--- config.mk ---
export PLATFORM = sky130hd
export DESIGN_NAME = mux_pipe
export DESIGN_NICKNAME = d
export VERILOG_FILES = /design/src/rtl/mux_pkg.sv /design/src/rtl/mux_pipe_rr_arbiter.sv /design/src/rtl/mux_pipe.sv
export SDC_FILE = /design/constraint.sdc
export NUM_CORES = 1
export LEC_CHECK = 0
export ABC_AREA = 1
export CELL_PAD_IN_SITES_DETAIL_PLACEMENT = 0
export CELL_PAD_IN_SITES_GLOBAL_PLACEMENT = 2
export CORE_MARGIN = 1
export CORE_UTILIZATION = 15
export CTS_CLUSTER_SIZE = 8
export DETAILED_ROUTE_END_ITERATION = 10
export GPL_ROUTABILITY_DRIVEN = 0
export PLACE_DENSITY_LB_ADDON = 0.1
export SYNTH_ARGS = -nofsm -noshare
export SYNTH_HDL_FRONTEND = slang
export SYNTH_SLANG_ARGS = --single-unit
--- constraint.sdc ---
create_clock -name clk -period 1.22 [get_ports clk]
set_input_delay 0.122 -clock clk [delete_from_list [all_inputs] [get_ports clk]]
set_output_delay 0.122 -clock clk [all_outputs]
set_load 0.1 [all_outputs]
--- src/rtl/mux_pkg.sv ---
// Shared constants and helpers for the pipelined channel multiplexer.
// Mode encodings plus the channel-index width helper.
package mux_pkg;

  localparam int MODE_SEL = 0;
  localparam int MODE_RR  = 1;

  function automatic int chan_w(input int n);
    return (n > 1) ? $clog2(n) : 1;
  endfunction

endpackage

--- src/rtl/mux_pipe_rr_arbiter.sv ---
// Round-robin grant search starting at a rotating pointer.
// Pointer moves past the granted channel only when it is accepted.
module rr_arbiter
  import mux_pkg::*;
#(
  parameter int N = 4,
  localparam int SW = chan_w(N)
) (
  input  logic          clk,
  input  logic          rst,
  input  logic [N-1:0]  req,
  input  logic          advance,
  output logic [SW-1:0] grant,
  output logic          grant_valid
);

  logic [SW-1:0] r_ptr;
  int            w_idx;

  // Walk downwards so the lowest offset from r_ptr wins.
  always_comb begin
    grant       = '0;
    grant_valid = 1'b0;
    w_idx       = 0;
    for (int i = N - 1; i >= 0; i--) begin
      w_idx = int'(r_ptr) + i;
      if (w_idx >= N) w_idx = w_idx - N;
      if (req[w_idx]) begin
        grant       = SW'(w_idx);
        grant_valid = 1'b1;
      end
    end
  end

  always_ff @(posedge clk or posedge rst) begin
    if (rst) begin
      r_ptr <= '0;
    end else if (advance) begin
      r_ptr <= (int'(grant) == N - 1) ? '0 : grant + 1'b1;
    end
  end

endmodule

--- src/rtl/mux_pipe.sv ---
// N-to-1 channel multiplexer with a single registered output stage.
// Channel chosen by sel or by round-robin arbitration.
module mux_pipe
  import mux_pkg::*;
#(
  parameter int WIDTH = 32,
  parameter int N     = 4,
  parameter int MODE  = MODE_SEL,
  localparam int SW   = chan_w(N)
) (
  input  logic           clk,
  input  logic           rst,
  input  logic [N*WIDTH-1:0] in_data,
  input  logic [N-1:0]   in_valid,
  output logic [N-1:0]   in_ready,
  input  logic [SW-1:0]  sel,
  output logic [WIDTH-1:0] out_data,
  output logic [SW-1:0]  out_chan,
  output logic           out_valid,
  input  logic           out_ready
);

  logic [SW-1:0]    w_g;
  logic             w_gv;
  logic             w_free;
  logic             w_xfer;
  logic [WIDTH-1:0] w_data;
  logic [WIDTH-1:0] r_data;
  logic [SW-1:0]    r_chan;
  logic             r_valid;

  assign w_free = !r_valid || out_ready;
  assign w_xfer = w_gv && w_free && !rst && in_valid[w_g];
  assign w_data = in_data[int'(w_g)*WIDTH +: WIDTH];

  generate
    if (MODE == MODE_RR) begin : g_rr
      logic w_unused_sel;
      assign w_unused_sel = ^sel;
      rr_arbiter #(.N(N)) u_arb (
        .clk         (clk),
        .rst         (rst),
        .req         (in_valid),
        .advance     (w_xfer),
        .grant       (w_g),
        .grant_valid (w_gv)
      );
    end else begin : g_sel
      assign w_g  = sel;
      assign w_gv = int'(sel) < N;
    end
  endgenerate

  always_comb begin
    in_ready = '0;
    if (w_gv && w_free && !rst) in_ready[w_g] = 1'b1;
  end

  // Data/chan keep their last value when the word drains.
  always_ff @(posedge clk or posedge rst) begin
    if (rst) begin
      r_data  <= '0;
      r_chan  <= '0;
      r_valid <= 1'b0;
    end else if (w_xfer) begin
      r_data  <= w_data;
      r_chan  <= w_g;
      r_valid <= 1'b1;
    end else if (out_ready) begin
      r_valid <= 1'b0;
    end
  end

  assign out_data  = r_data;
  assign out_chan  = r_chan;
  assign out_valid = r_valid;

endmodule

==> results of run 1 <==
## path summary, 6_finish.rpt
path | startpoint | end
worst max-delay path | out_valid | in_ready[0]
worst min-delay path | rst | out_chan[0]
worst max register to register | out_valid | out_data[5]
worst min register to register | out_data[11] | out_data[11]
max in group asynchronous | rst | out_valid
min in group clk | sel[0] | out_data[14]
## Yosys cell counts
master,number,area (um^2)
buf_4,9,67.56
nor3_1,4,20.02
inv_2,1,3.750
nand2_4,2,22.52
dfrtp_1,35,875.8
buf_2,11,55.05
buf_6,5,56.30
o21ai_0,1,5.000
nand2_1,364,1366
nand3_1,34,170.2
inv_4,1,6.260
nor2_2,1,6.260
clkbuf_1,6,22.52
inv_1,3,11.26
nor2_1,1,3.750
## routing by layer
metal,up-vias,share of wire (%),global-route usage [%],wire length [um]
met2,102,49,22.93,5728
met5,-,0,0,0
li1,1801,-,-,-
met4,0,0.51,2.222,60
met3,2,6.5,2.722,757
met1,1467,44,15.23,5153
## layout by cell type (no fill, tap or decap)
cell type / synthesis / routed
diode_2: 0 / 1
clkdlybuf4s50_1: 0 / 134
nand2_4: 2 / 1
clkbuf_8: 0 / 2
dfrtp_1: 35 / 34
inv_4: 1 / 2
buf_6: 5 / 1
nand2_1: 364 / 364
clkbuf_16: 0 / 6
o21ai_0: 1 / 1
dfrtp_4: 0 / 1
buf_12: 0 / 48
buf_4: 9 / 14
clkbuf_1: 6 / 1
nor2_4: 0 / 1
nor3_4: 0 / 4
inv_2: 1 / 3
nor2_2: 1 / 1
nand2_8: 0 / 1
nand3_1: 34 / 34
buf_2: 11 / 2
## final cells by class
type	instances	share of cell area, %
Inverter	5	0.4360
Antenna cell	1	0.04589
Clock buffer	8	2.868
Multi-Input combinational cell	407	30.36
Timing Repair Buffer	200	45.00
Sequential cell	35	16.13
Tap cell	225	5.163
## tightest hold or removal path, stage by stage
cell             delay, ns
clkdlybuf4s50_1       0.47
buf_4                 0.16
inv_2                 0.06
buf_12                0.22
## flip-flops by register name (all words and copies together), names as in the netlist
signal     count
out_data      32
out_valid      1
out_chan       2
## power groups by stage
stage | clock, mW | combinational (mW) | sequential (mW)
final | 1.34 | 4.63 | 1.72
after global routing | 1.47 | 4.86 | 1.76
after CTS | 1.40 | 4.66 | 1.73
after detailed placement | 0 | 4.65 | 1.75
after global placement | 0 | 4.64 | 1.74
after floorplan | 0 | 0.746 | 3.53
## per-stage QoR
stage | instances | hold WS [ns] | setup slack, ns | setup TNS, ns
floorplan | 478 | 0.2147 | -0.7700 | -9.886
global route | 880 | 0.4200 | -0.4204 | -13.51
detailed placement | 869 | 0.5192 | -0.3251 | -10.07
finish | 881 | 0.3881 | -0.3470 | -10.40
global placement | 869 | 0.5153 | -0.3379 | -10.01
CTS | 878 | 0.3882 | -0.3550 | -8.249
## timing repair
action | CTS | global route
pin swaps | 2 | 0
cloned | 0 | 1
resized for setup | 0 | 2
endpoints found under the setup margin | 39 | 39
endpoints found under the hold margin | 0 | 0
setup buffers | 1 | 1
## logic make-up (layout without fill, tap and decap cells)
logic type      after synthesis  after routing  share of synthesized area [%]
flops                        35             35                          32.53
compound gates                1              1                         0.1857
other cells                   0              1                              0
buf+inv                      36            213                          8.271
simple gates                406            406                          59.01
==> reports/results.ini, run 1 <==
[status]
status=complete, but fails checks
violations=negative setup slack

[setup_path]
crit_chain=inv_2 > nor2_2 > nor2_4 > inv_4 > nor3_4 > buf_12
path_buf_inv=3
reg2reg_depth=10
cp.depth=6
worst_path_max_delay_cell=dfrtp_4
path_delay_family=flip-flops
end_kind=primary output
start_kind=flip-flop
required_ns=1.10
timing.reg2reg.setup_slack_ns=-0.28
cp_slowest_stage_delay_ns=0.47
worstPathMaxFanout=4
arrival_ns=1.45
worst-setup-path-type=reg -> out

[die]
io_pins=176
dieArea_um2=18490
die_h_um=136.0
core_um2=17420
start_util_pct=15.46
die_w_um=136.0
rows=48

[clocking]
hold_buffers=0
clock_latency_ns=0.27
clockBufferDepth=2
cts_tree=built
h-tree-depth=2
cts_buffers=5
clock-sinks=35
path_clk_slew_ns=0.05
cts-root-buf=clkbuf_16

[pwr]
p_seq_share_pct=22.4
ir_drop_mv=0.8913
pwr-share-comb_pct=60.2
p_int_mw=4.080
clkPwrFrac_pct=17.4
total_power_mw=7.691
switching_power_mw=3.610
p_sw_share_pct=46.94
pwr_density_cell_nw_per_um2=1410
leakagePower_nw=2.771

[placed_design]
place_area_um2=5241
portBuffers=175
dpl.hpwl_um=9008

[routing]
routed-via-count=3372
ant_nets=0
dr.pass1.iters=4
via_per_inst=3.827
first_iter_violations=152
drc=0
routed_wl_um=11700
wl_per_cell_um=13.28

[logic_synthesis]
yosys_warnings=0
postSynthAreaPerCell_um2=5.633
syn_nets=615
syn_area_um2=2693
ys_ff_latch=35
synth_cell_types=15
synthCells=478
seq_area_frac_synth_pct=32.53

[timing]
final_hold_viol_count=0
final.period_utilization_pct=128.4
rsz0062_at_grt=yes
finalSetupViolCount=39
fin_ws_ns=-0.3470
max_freq_mhz=638.1
slew_headroom_pct=82.72
fin_crit_ns=1.567
maxSlewViolCount=0
tightest_slew_ns=0.2591
skew_ns=0.002106

[cells_and_area]
nets=791
syn_to_final_growth_pct=102.5
fin_area_um2=5453
drive_gt1_share_pct=13.28
multi_input_area_um2=1655
finish.utilization_pct=31.31
num-fill-cells=1913
regArea_um2=879.6

[global_routing]
grt_antenna_before_repair=1
gr-usage-all-layers_pct=12.62
grt_pass1_vias=3536
overflow=0
grt_max_degree=49
grt_pass1_wl_um=18020

[worst_hold_path]
hold_path_class=in -> async

[run]
drv_cap=0

No activity file was read; power rests on OpenSTA's default activity.
==> run 2, diff against run 1 <==
Settings changed: CORE_UTILIZATION 15 to 16, GPL_TIMING_DRIVEN from default to 0.
Clock period 1.22 ns to 1.7 ns, I/O delays scaled along.
==> reports/results.ini, run 2 (synthesis results as in run 1) <==
[routing]
ant_nets=0
routed_wl_um=11830
dr.pass1.iters=4
via_per_inst=3.803
wl_per_cell_um=13.46
routed-via-count=3343
drc=0
first_iter_violations=147

[placed_design]
dpl.hpwl_um=9412
dpl_worst_slack_ns=-0.9888
place_inst=871
portBuffers=173

[run]
drv_cap=0

[cells_and_area]
nets=796
drive_gt1_share_pct=7.891
largest_reg_flops=32
final_common_cell=nand2_1
num-fill-cells=1855
stdcell_count=879
antennaDiodeCount=0
mostFrequentLayoutCells=nand2_1 (364), clkdlybuf4s50_1 (134), nand3_1 (34), dfrtp_1 (34), clkdlybuf4s15_1 (17)
syn_to_final_growth_pct=81.18

[die]
die_h_um=131.7
dieArea_um2=17350
core_um2=16520
die_w_um=131.7
start_util_pct=16.29
io_pins=176
rows=47

[clocking]
clockBufferDepth=2
cts_buffers=5
cts-root-buf=clkbuf_16
h-tree-depth=2
cts_tree=built
clock-sinks=35
hold_buffers=0
clock_latency_ns=0.28
path_clk_slew_ns=0.05

[timing]
maxSlewViolCount=0
skew_ns=0.005007
finalSetupViolCount=0
fin_setup_tns_ns=0
fin_ws_ns=0.02555
max_freq_mhz=597.2
slew_headroom_pct=33.27
tightest_slew_ns=1.005
rsz0062_at_grt=yes
final.period_utilization_pct=98.50
final_hold_viol_count=0
hold_slack_ns=0.3290
fin_crit_ns=1.674

[pwr]
clkPwrFrac_pct=18.5
p_sw_share_pct=52.33
switching_power_mw=2.466
pwr_density_cell_nw_per_um2=965.9
ir_drop_mv=0.3998
p_int_mw=2.246
pwr-share-comb_pct=57.6
leakagePower_nw=2.582
p_seq_share_pct=23.9

[status]
status=completed

[global_routing]
grt_pass1_vias=3522
gr-usage-all-layers_pct=14.28
grt_max_degree=36
grt_antenna_before_repair=0
overflow=0
grt_pass1_wl_um=19180

[setup_path]
worst_path_max_delay_cell=clkdlybuf4s15_1
end_kind=primary output
cp_slowest_stage_delay_ns=0.82
worst-setup-path-type=reg -> out
required_ns=1.53
start_kind=flip-flop
crit_chain=clkdlybuf4s15_1
timing.reg2reg.setup_slack_ns=0.26
worstPathMaxFanout=2
arrival_ns=1.50
path_buf_inv=1
path_delay_family=buffers and inverters

[worst_hold_path]
hold_path_class=in -> reg

## run 2: final cells by class
type	instances	area, um^2	share of cell area (%)
plain buffers	31	201.4	4.129
clock buffers	7	132.6	2.719
inverters	5	23.77	0.4873
multi-input cells	407	1647	33.75
flip-flops and latches	35	879.6	18.03
well taps	220	275.3	5.642
repair buffers	174	1719	35.24
## run 2: path summary, 6_finish.rpt
check / from / endpoint / cells past startpoint
setup / recovery: out_valid / out_valid / 1
setup reg to reg: out_valid / out_chan[1] / 7
hold reg to reg: out_data[1] / out_data[1] / 2
min in group asynchronous: rst / out_valid / 2
hold / removal: sel[1] / out_data[23] / 5
max in group asynchronous: rst / out_valid / 2
## run 2: power by group through the flow
stage,logic (mW),registers [mW],clock network (mW)
after floorplan,0.536,2.53,0
after global placement,2.86,1.14,0
after detailed placement,2.86,1.15,0
after CTS,2.74,1.13,0.906
after global routing,2.87,1.15,0.938
final,2.71,1.13,0.871
## run 2: metal layers
metal / up-vias / wire, um / global-route usage [%] / share of wire (%)
met5: - / 0 / 0 / 0
met4: 0 / 121 / 3.295 / 1.0
met3: 6 / 545 / 2.585 / 4.6
met2: 100 / 5382 / 23.99 / 45
met1: 1426 / 5784 / 18.90 / 49
li1: 1811 / - / - / -
## run 2: repair_timing
action,4_1_cts,5_1_grt
pin swaps,1,0
resized for setup,67,21
buffers inserted,1,0
endpoints found under the setup margin,39,21
endpoints found under the hold margin,0,0
## run 2: metrics by stage
step / power, mW / instance area (um^2) / util [%]
2_1_floorplan: 3.069 / 2751 / -
3_3_place_gp: 4.003 / 4758 / 28.80
3_5_place_dp: 4.009 / 4758 / 28.80
4_1_cts: 4.773 / 4863 / 29.43
5_1_grt: 4.962 / 4878 / 29.52
6_report: 4.712 / 4878 / 29.52
==> run 3, diff against run 2 <==
Settings changed: CELL_PAD_IN_SITES_DETAIL_PLACEMENT 0 to 1, CELL_PAD_IN_SITES_GLOBAL_PLACEMENT 2 to 1, CORE_UTILIZATION 16 to 23, CTS_BUF_LIST from default to sky130_fd_sc_hd__clkbuf_8, GPL_ROUTABILITY_DRIVEN 0 to default.
==> reports/results.ini, run 3 (synthesis results as in run 1) <==
[pwr]
ir_drop_mv=0.6204
pwr_density_cell_nw_per_um2=933.9
leakagePower_nw=2.554

[global_routing]
grt_antenna_before_repair=0
grt_max_degree=36
grt_pass1_wl_um=17740
gr-usage-all-layers_pct=19.31
grt_pass1_vias=3565
overflow=0

[routing]
wl_met3_um=802
first_iter_violations=94
routed-via-count=3499
wl_per_cell_um=14.39
drc=0
dr.pass1.iters=4
routed_wl_um=11550
dr_wl_met2_um=5631
via_per_inst=4.357
ant_nets=0
met1_length_um=5059
highest_layer=met4

[setup_path]
reg2reg_depth=7
end_kind=primary output
crit_end=out_data[20]
path_delay_family=buffers and inverters
worst-setup-path-type=reg -> out
cp_slowest_stage_delay_ns=0.87
timing.reg2reg.setup_slack_ns=0.20
startpoint=out_data[20]
required_ns=1.53
start_kind=flip-flop
path_buf_inv=1
r2r-start=out_valid
r2r-end=out_chan[1]
arrival_ns=1.51
crit_chain=dlygate4sd2_1
cp.depth=1
worst_path_max_delay_cell=dlygate4sd2_1
worstPathMaxFanout=2

[timing]
final_hold_viol_count=0
fin_crit_ns=1.682
final.period_utilization_pct=98.92
max_freq_mhz=594.6
slew_headroom_pct=33.69
tightest_slew_ns=0.9986
maxSlewViolCount=0
rsz0062_at_grt=yes
skew_ns=0.003829
finalSetupViolCount=0

[clocking]
clock_latency_ns=0.28
cts_tree=built
hold_buffers=0
path_clk_slew_ns=0.07
h-tree-depth=2
clockBufferDepth=2
cts-root-buf=clkbuf_8
cts_buffers=5
clock-sinks=35

[die]
dieArea_um2=12140
start_util_pct=23.58
rows=39
die_w_um=110.2
io_pins=176
die_h_um=110.2
core_um2=11420

[cells_and_area]
multi_input_area_um2=1647
mostFrequentLayoutCells=nand2_1 (364), clkdlybuf4s50_1 (134), nand3_1 (34), dfrtp_1 (34), clkdlybuf4s15_1 (20)
final_common_cell=nand2_1
drive_gt1_share_pct=9.242
nets=796
num-fill-cells=1561
stdcell_count=803
antennaDiodeCount=0
syn_to_final_growth_pct=76.30
regArea_um2=879.6
fin_area_um2=4747
largest_reg_flops=32

[placed_design]
gp_congestion=0.7832
dpl.hpwl_um=9093
place_inst=794
portBuffers=173
place_area_um2=4662

[run]
drv_cap=0

[worst_hold_path]
hold_path_class=in -> reg
min_from=sel[1]

[status]
status=completed

[run 3: how the worst min path moves through the flow]
| stage | cells after the start | slack (ns) | to |
|---|---|---|---|
| after floorplan | 1 | 0.26 | out_valid |
| after global placement | 2 | 0.45 | out_data[27] |
| after detailed placement | 2 | 0.46 | out_data[10] |
| after CTS | 5 | 0.31 | out_data[26] |
| after global routing | 5 | 0.35 | out_data[25] |
| final | 5 | 0.31 | out_data[26] |
[run 3: layout make-up]
cell class / count / share of cell area, %
repair buffers: 174 / 36.50
multi-input cells: 407 / 34.69
flip-flops and latches: 35 / 18.53
plain buffers: 31 / 4.244
well taps: 143 / 3.769
clock buffers: 5 / 1.450
inverters: 5 / 0.5008
clock inverters: 3 / 0.3163
[run 3: per-stage QoR]
stage | total power, mW | util, % | hold WS, ns | setup WS [ns] | TNS [ns]
2_1_floorplan | 3.069 | - | 0.2627 | -0.3407 | -1.166
3_3_place_gp | 3.963 | 40.83 | 0.4541 | -1.011 | -12.99
3_5_place_dp | 3.995 | 40.83 | 0.4597 | -1.034 | -3.884
4_1_cts | 4.485 | 41.49 | 0.3051 | 0.0004771 | 0
5_1_grt | 4.671 | 41.57 | 0.3466 | -0.02014 | -0.05707
6_report | 4.433 | 41.57 | 0.3107 | 0.01832 | 0
[run 3: worst register-to-register path, cell delays in order (launching register included)]
cell and delay [ns]:
dfrtp_4 0.48, inv_2 0.06, nor2_2 0.04, nor2_4 0.16
buf_4 0.23, buf_2 0.26, nand3_1 0.10, nand2_1 0.10
[run 3: power by group]
group | total (mW) | leakage (nW) | switching (mW) | internal (mW)
sequential | 1.12 | 0.443 | 0.100 | 1.02
combinational | 2.72 | 2.06 | 2.03 | 0.688
clock | 0.590 | 0.0477 | 0.310 | 0.281
total | 4.43 | 2.55 | 2.44 | 1.99
[run 3: repair_timing]
| action | CTS | global route |
|---|---|---|
| resized for setup | 76 | 33 |
| setup buffers | 1 | 0 |
| pin swaps | 2 | 0 |
| setup endpoints to repair | 39 | 28 |
[run 3: routing by layer]
metal | vias up | GRT usage [%]
met5 | - | 0
met4 | 0 | 2.820
met3 | 4 | 4.409
met2 | 98 | 34.82
met1 | 1592 | 23.79
li1 | 1805 | -
